===== config.mk =====
export PLATFORM = sky130hd
export DESIGN_NAME = selfcorrecting_counter
export DESIGN_NICKNAME = d
export VERILOG_FILES = /design/src/rtl/selfcorrecting_counter_pkg.sv /design/src/rtl/selfcorrecting_counter_seg7_decode.sv /design/src/rtl/selfcorrecting_counter.sv
export SDC_FILE = /design/constraint.sdc
export NUM_CORES = 1
export LEC_CHECK = 0
export ABC_AREA = 1
export CELL_PAD_IN_SITES_DETAIL_PLACEMENT = 2
export CELL_PAD_IN_SITES_GLOBAL_PLACEMENT = 2
export CORE_MARGIN = 2
export CORE_UTILIZATION = 25
export DETAILED_ROUTE_END_ITERATION = 7
export GPL_ROUTABILITY_DRIVEN = 0
export PLACE_DENSITY = 0.81
export SLEW_MARGIN = 5
export SYNTH_ARGS = -nofsm -noshare
export SYNTH_HDL_FRONTEND = slang
export SYNTH_HIERARCHICAL = 1
export SYNTH_SLANG_ARGS = --single-unit

===== constraint.sdc =====
create_clock -name clk -period 1.85 [get_ports clk]
set_clock_uncertainty 0.15 [all_clocks]
set_input_delay 0.185 -clock clk [delete_from_list [all_inputs] [get_ports clk]]
set_output_delay 0.185 -clock clk [all_outputs]
set_load 0.02 [all_outputs]

===== src/rtl/selfcorrecting_counter_pkg.sv =====
// Shared glyph constants, digit type and glyph lookup for the self-correcting
// cascaded BCD-style counter.
package selfcorrecting_counter_pkg;

  typedef logic [3:0] digit_t;

  localparam logic [6:0] SEG_0     = 7'b0111111;
  localparam logic [6:0] SEG_1     = 7'b0000110;
  localparam logic [6:0] SEG_2     = 7'b1011011;
  localparam logic [6:0] SEG_3     = 7'b1001111;
  localparam logic [6:0] SEG_4     = 7'b1100110;
  localparam logic [6:0] SEG_5     = 7'b1101101;
  localparam logic [6:0] SEG_6     = 7'b1111101;
  localparam logic [6:0] SEG_7     = 7'b0000111;
  localparam logic [6:0] SEG_8     = 7'b1111111;
  localparam logic [6:0] SEG_9     = 7'b1101111;
  localparam logic [6:0] SEG_DASH  = 7'b1000000;
  localparam logic [6:0] SEG_BLANK = 7'b0000000;

  function automatic logic [6:0] seg_glyph(input digit_t i_d);
    case (i_d)
      4'd0:    seg_glyph = SEG_0;
      4'd1:    seg_glyph = SEG_1;
      4'd2:    seg_glyph = SEG_2;
      4'd3:    seg_glyph = SEG_3;
      4'd4:    seg_glyph = SEG_4;
      4'd5:    seg_glyph = SEG_5;
      4'd6:    seg_glyph = SEG_6;
      4'd7:    seg_glyph = SEG_7;
      4'd8:    seg_glyph = SEG_8;
      4'd9:    seg_glyph = SEG_9;
      default: seg_glyph = SEG_DASH;
    endcase
  endfunction

endpackage


===== src/rtl/selfcorrecting_counter_seg7_decode.sv =====
// One-digit 7-segment decoder: codes above MAX_DIGIT show a dash, blank
// suppresses a legal glyph.
module seg7_decode
  import selfcorrecting_counter_pkg::*;
#(
  parameter int MAX_DIGIT = 9
) (
  input  digit_t     i_digit,
  input  logic       i_blank,
  output logic [6:0] o_seg
);

  localparam digit_t MAX_D = digit_t'(MAX_DIGIT);

  // Dash wins over blanking so a corrupted digit is always visible
  always_comb begin
    if (i_digit > MAX_D) begin
      o_seg = SEG_DASH;
    end else if (i_blank) begin
      o_seg = SEG_BLANK;
    end else begin
      o_seg = seg_glyph(i_digit);
    end
  end

endmodule


===== src/rtl/selfcorrecting_counter.sv =====
// Cascaded up/down digit counter that clears illegal digit codes in one cycle.
// Optional leading-zero blanking with `define LEADING_ZERO_BLANK_EN.
module selfcorrecting_counter
  import selfcorrecting_counter_pkg::*;
#(
  parameter int DIGITS    = 2,
  parameter int MAX_DIGIT = 9
) (
  input  logic                  clk,
  input  logic                  reset,
  input  logic                  x,
  input  logic                  en,
  input  logic                  ld,
  input  logic [4*DIGITS-1:0]   ld_val,
  output logic [7*DIGITS-1:0]   seg,
  output logic                  tc,
  output logic                  err
);

  localparam digit_t MAX_D = digit_t'(MAX_DIGIT);

  digit_t              r_digit [DIGITS];
  digit_t              w_next  [DIGITS];
  logic [DIGITS-1:0]   w_illegal;
  logic [DIGITS-1:0]   w_is_max;
  logic [DIGITS-1:0]   w_is_zero;
  logic [DIGITS-1:0]   w_low_max;
  logic [DIGITS-1:0]   w_low_zero;
  logic [DIGITS-1:0]   w_blank;
  logic                w_any_illegal;

  // Per-digit classification and ripple enables from the lower digits
  always_comb begin
    logic v_max_acc;
    logic v_zero_acc;
    w_illegal  = '0;
    w_is_max   = '0;
    w_is_zero  = '0;
    w_low_max  = '0;
    w_low_zero = '0;
    v_max_acc  = 1'b1;
    v_zero_acc = 1'b1;
    for (int k = 0; k < DIGITS; k++) begin
      w_illegal[k]  = (r_digit[k] > MAX_D);
      w_is_max[k]   = (r_digit[k] == MAX_D);
      w_is_zero[k]  = (r_digit[k] == 4'd0);
      w_low_max[k]  = v_max_acc;
      w_low_zero[k] = v_zero_acc;
      v_max_acc     = v_max_acc & w_is_max[k];
      v_zero_acc    = v_zero_acc & w_is_zero[k];
    end
  end

  assign w_any_illegal = |w_illegal;
  assign err = w_any_illegal;
  assign tc  = en & ~ld & ~w_any_illegal &
               ((x & (&w_is_max)) | (~x & (&w_is_zero)));

  // Leading-zero blanking walks down from the most significant digit
  always_comb begin
    w_blank = '0;
`ifdef LEADING_ZERO_BLANK_EN
    begin
      logic v_above_zero;
      v_above_zero = 1'b1;
      for (int k = DIGITS - 1; k > 0; k--) begin
        w_blank[k]   = w_is_zero[k] & v_above_zero;
        v_above_zero = v_above_zero & w_is_zero[k];
      end
    end
`else
    w_blank = '0;
`endif
  end

  // Next state: load, then correction (which suppresses counting), then count
  always_comb begin
    for (int k = 0; k < DIGITS; k++) begin
      w_next[k] = r_digit[k];
      if (ld) begin
        w_next[k] = ld_val[4*k +: 4];
      end else if (w_any_illegal) begin
        w_next[k] = w_illegal[k] ? 4'd0 : r_digit[k];
      end else if (en && x && w_low_max[k]) begin
        w_next[k] = w_is_max[k] ? 4'd0 : r_digit[k] + 4'd1;
      end else if (en && !x && w_low_zero[k]) begin
        w_next[k] = w_is_zero[k] ? MAX_D : r_digit[k] - 4'd1;
      end else begin
        w_next[k] = r_digit[k];
      end
    end
  end

  // Digit state registers with synchronous reset
  always_ff @(posedge clk) begin
    for (int k = 0; k < DIGITS; k++) begin
      if (reset) begin
        r_digit[k] <= 4'd0;
      end else begin
        r_digit[k] <= w_next[k];
      end
    end
  end

  for (genvar g = 0; g < DIGITS; g++) begin : g_dec
    seg7_decode #(.MAX_DIGIT(MAX_DIGIT)) u_dec (
      .i_digit (r_digit[g]),
      .i_blank (w_blank[g]),
      .o_seg   (seg[7*g +: 7])
    );
  end

endmodule

==> key figures <==
Status
  • Status: finished with violations
  • Failing checks: setup timing

Power and ir drop
  • Clock share of power: 15.4%
  • Logic gate share of total power: 69.5%
  • Pint: 0.804 mW
  • Pwr Total: 1.57 mW
  • Sw Ratio: 48.8%
  • Cell area power density: 745 mW/mm^2
  • Reg power frac: 15.1%
  • Switching power: 0.766 mW
  • Leak: 1.05 nW
  • Worst VDD drop: 0.000291 V

CTS
  • Worst-case clock buffer depth: 2
  • H-tree level count: 1
  • Worst-path clk slew: 50 ps
  • CTS Sinks: 8
  • CTS root buf: clkbuf_8
  • Hold_buf cts: 0
  • CTS buffer count: 3
  • Clock Latency Late Sink: 250 ps
  • CTS tree: yes

Critical path
  • CP Launch Type: flop
  • Critical path endpoint category: output pin
  • Slowest stage cell, crit path: dfxtp_2
  • Crit Path Category: reg -> out
  • Crit-path cells: buf_4 > inv_1 > nand2_2 > nor2_4 > nand2_2 > nor2_4 > o211a_1 > buf_4
  • Critical Path Fanout Max: 4
  • Req. time, crit path: 1510 ps
  • Worst Path Arrival: 1550 ps
  • Slowest stage delay, CP: 330 ps

Timing
  • Fmax: 0.529 GHz
  • RSZ-0062 raised after global routing: yes
  • Fin. max-slew vios: 0
  • Final setup viols: 4
  • Setup ws final: -38.9 ps
  • Crit share post-route: 102%
  • Final min period: 1890 ps
  • Final-report hold violation count: 0

Global routing
  • Largest net degree at the start of global routing: 10
  • Vias in the first global route: 1898
  • Initial antenna violation count: 0
  • First-pass GRT wire length: 9490 um
  • GRT Util Overall: 23.8%
  • Grt ovf: 0

Detailed routing
  • Met2 routed WL: 4060 um
  • M1 wire length: 2860 um
  • Routed wl met3: 239 um
  • Iter 0 DRT Violations: 52
  • Routed vias: 1764
  • Via/cell ratio: 5.17
  • DR top layer: met4
  • # DRC: 0
  • DRT Pass-1 Iters: 5
  • Routed wire length: 7440 um
  • DR WL/cell: 21.8 um
  • DRT antenna net count: 0

Yosys
  • Synthesized area per cell: 5.74 sq um
  • Yosys cell types: 28
  • Sequential area share after synthesis: 13.5%
  • Netlist Area Pre-Place: 0.00118 sq mm
  • #FFs+latches synth: 8
  • Yosys warnings: 6
  • Mapped Cells: 206

Floorplan
  • Row Count: 25
  • Die Span X: 72.8 um
  • Initial Util: 25.5%
  • Chip Height: 72.8 um
  • Core Box Area: 0.00463 sq mm
  • Ports: 29
  • Die area: 0.00530 sq mm

Cells and area
  • Max FFs per register: 8
  • Area growth syn-to-layout: 78.2%
  • Leading cell type in the layout, fill and taps excluded: buf_4
  • Biggest register: r_digit
  • Layout cells sized above 1: 43.6%
  • Commonest cells after routing, fill and taps aside: buf_4 (48), nand2_1 (38), nor2_1 (24)
  • Core Util, Final: 45.5%
  • Largest registers: r_digit x8
  • Final nets: 312
  • Ant diodes: 0

Placement
  • Post-DP HPWL: 4250 um
  • IO buf count: 28
  • Post-Place Setup Slack: -262 ps

Worst hold path
  • Hold Path Class: in -> reg

Job
  • Max_cap viols: 0
[area by class of cell]
class / count / area (sq um)
well taps: 54 / 67.6
inverters: 32 / 126
flip-flops and latches: 8 / 173
multi-input cells: 168 / 1070
fillers: 542 / 2520
repair buffers: 76 / 626
clock buffers: 3 / 41.3
[power groups by stage]
stage | clock network [mW] | logic [mW] | registers, mW
floorplan | 0 | 0.423 | 0.249
global placement | 0 | 0.846 | 0.225
detailed placement | 0 | 0.886 | 0.229
CTS | 0.225 | 0.892 | 0.232
global route | 0.247 | 1.17 | 0.240
finish | 0.241 | 1.09 | 0.237
[cell usage after synthesis]
cell,n,area (sq um)
nand4_2,1,12.5
nor3_1,3,15.0
buf_2,1,5.00
or2_2,1,6.26
inv_2,4,15.0
o21ai_1,6,30.0
o21ai_0,11,55.1
nand2_2,6,37.5
xor2_1,2,17.5
a21oi_1,16,80.1
a22oi_1,1,7.51
nor2_2,3,18.8
inv_1,26,97.6
conb_1,1,3.75
nand3_2,1,10.0
inv_4,1,6.26
o211a_1,1,10.0
nor2_1,35,131
clkinv_2,1,5.00
nand4_1,1,6.26
a21oi_4,1,16.3
nor2_8,1,20.0
o21ai_2,2,17.5
nor2_4,2,22.5
dfxtp_1,8,160
ha_1,10,125
nand3_1,20,100
nand2_1,40,150
[layer usage]
metal | vias up | GRT usage [%]
met5 | - | 0
met4 | 0 | 11.7
met3 | 21 | 3.87
li1 | 819 | -
met1 | 876 | 23.9
met2 | 48 | 46.5
[worst paths after layout]
| path | startpoint | endpoint | slack [ps] | cells past startpoint |
|---|---|---|---|---|
| setup / recovery | r_digit[0][1] | tc | -40 | 8 |
| hold / removal | ld_val[3] | r_digit[0][3] | 430 | 3 |
| setup reg to reg | r_digit[1][1] | r_digit[1][3] | 0 | 12 |
| hold reg to reg | r_digit[1][0] | r_digit[1][0] | 490 | 2 |
[critical path: cells and delay by family (launching register included)]
family | cells | cell delay, ps
buffers and inverters | 3 | 390
AND/OR/NAND/NOR | 4 | 430
AO/OA/AOI/OAI | 1 | 150
flip-flops | 1 | 330
[kinds of logic (layout without fill, tap and decap cells)]
logic type | Yosys count | in the layout | synth area share [%]
AO/OA/AOI/OAI | 38 | 38 | 18.3
XOR/XNOR | 2 | 2 | 1.48
adder cells (fa/ha/maj) | 10 | 10 | 10.6
buffers and inverters | 33 | 111 | 10.9
flip-flops | 8 | 8 | 13.5
other | 1 | 4 | 0.317
AND/OR/NAND/NOR | 114 | 114 | 44.9
[stage by stage]
stage	setup TNS, ps	area (sq um)	instances	hold WS [ps]
after floorplan	0	1190	209	183
after global placement	-1690	1850	330	386
after detailed placement	-3270	1850	330	413
after CTS	0	1890	336	404
after global routing	-1030	2110	341	490
final	-81.5	2110	341	429
[what timing repair did]
item	4_1_cts	5_1_grt
pin swaps	5	11
resized for setup	87	54
hold endpoints to repair	0	0
buffers inserted	3	5
endpoints found under the setup margin	22	20
(Power assumes the default switching activity.)
==> RTL change: new RTL, same flow settings <==
Add a define of `LEADING_ZERO_BLANK_EN`.
--- a/src/rtl/selfcorrecting_counter.sv
+++ b/src/rtl/selfcorrecting_counter.sv
@@ -1,4 +1,6 @@
 // Cascaded up/down digit counter that clears illegal digit codes in one cycle.
 // Optional leading-zero blanking with `define LEADING_ZERO_BLANK_EN.
+`define LEADING_ZERO_BLANK_EN
+
 module selfcorrecting_counter
   import selfcorrecting_counter_pkg::*;
Function: changed (a bounded check fails within 4 cycles, from zero or initial values).
==> RTL change against the unedited design <==
  * Non-clock buffer count down 10
  * Wire length shrank 12%
  * Area after synthesis stayed put
  * Total power down 0.19%
  * Count of clock-buffer cells in the layout unchanged
  * Sequential cell count unchanged
  * Setup slack improved by 53 ps
  * Final area decreased by 5.3%
  * Largest power group unchanged
  * Highest routed layer unchanged
==> RTL change: results (changes against the unedited design) <==
[run_status]
status = finished, final reports clean

[drt]
first_iter_violations = 62  ; +19%
first_pass_iters = 4  ; -1
viasPerCell = 5.09  ; -1.6%

[placement]
dp.cells = 331  ; +0.30%

[grt]
grt_pass1_vias = 1773  ; -6.6%
grt_first_pass_wirelength_mm = 8.79  ; -7.3%
grt_usage_pct = 21.7  ; -2.1 points

[power]
powerDensity_nw_per_um2 = 785  ; +5.4%
pwr-share-clk_pct = 14.2  ; -1.2 points

[setup_path]
worstRegToRegCells = 7  ; -5
setup.worst_path.end = seg[3]
arrival_ps = 1500  ; -50 ps
r2r_slack_ps = 90  ; +90 ps

[yosys]
synth.top_cells.by_count = nand2_1 (40), nor2_1 (40), inv_1 (32), a21oi_1 (16), o21ai_0 (14)
synth_compound_area_share_pct = 18.8  ; +0.53 points
yosysUniqueCellTypes = 26  ; -7.1%
synthTopCellsByArea = dfxtp_1 (14%), nand2_1 (13%), nor2_1 (13%)

[final_layout]
fin_cells = 335  ; -1.8%
final_layout_size_suffix_gt1_share_pct = 41.3  ; -2.3 points
num-fill-cells = 572  ; +5.5%

[min_path]
hold_start = ld_val[2]
whs_endpoint = r_digit[0][2]

[clocking]
post_cts_resized = 83  ; -4.6%

[sta]
worst_hold_slack_ps = 430  ; +0.713 ps

RTL change: changes by cell type after synthesis, moves of 2 or more:
cell      unedited run  this run
nand3_1             20        12
inv_1               26        32
nor2_1              35        40
nor2_2               3         6
o21ai_0             11        14
o21ai_1              6         3
o211ai_1             0         2
RTL change: final cells by class:
| cell class | instances | area, um^2 | share of cell area [%] |
|---|---|---|---|
| Sequential cell | 8 | 175 | 8.78 |
| Tap cell | 54 | 67.6 | 3.39 |
| Timing Repair Buffer | 66 | 539 | 27.0 |
| Multi-Input combinational cell | 167 | 1030 | 51.5 |
| Clock buffer | 3 | 41.3 | 2.07 |
| Inverter | 37 | 144 | 7.21 |
RTL change: per-layer routing:
layer	global-route usage, %	share of wire (%)
met5	0	0
met2	39.6	52
met4	6.79	2.9
met1	26.8	43
met3	1.80	2.3
RTL change: metrics by stage:
step	cell area [um^2]	setup WS, ps
after CTS	1830	0.322
final	2000	14.3
after global placement	1810	-191
after detailed placement	1810	-317
after global routing	2000	-73.8
after floorplan	1190	154
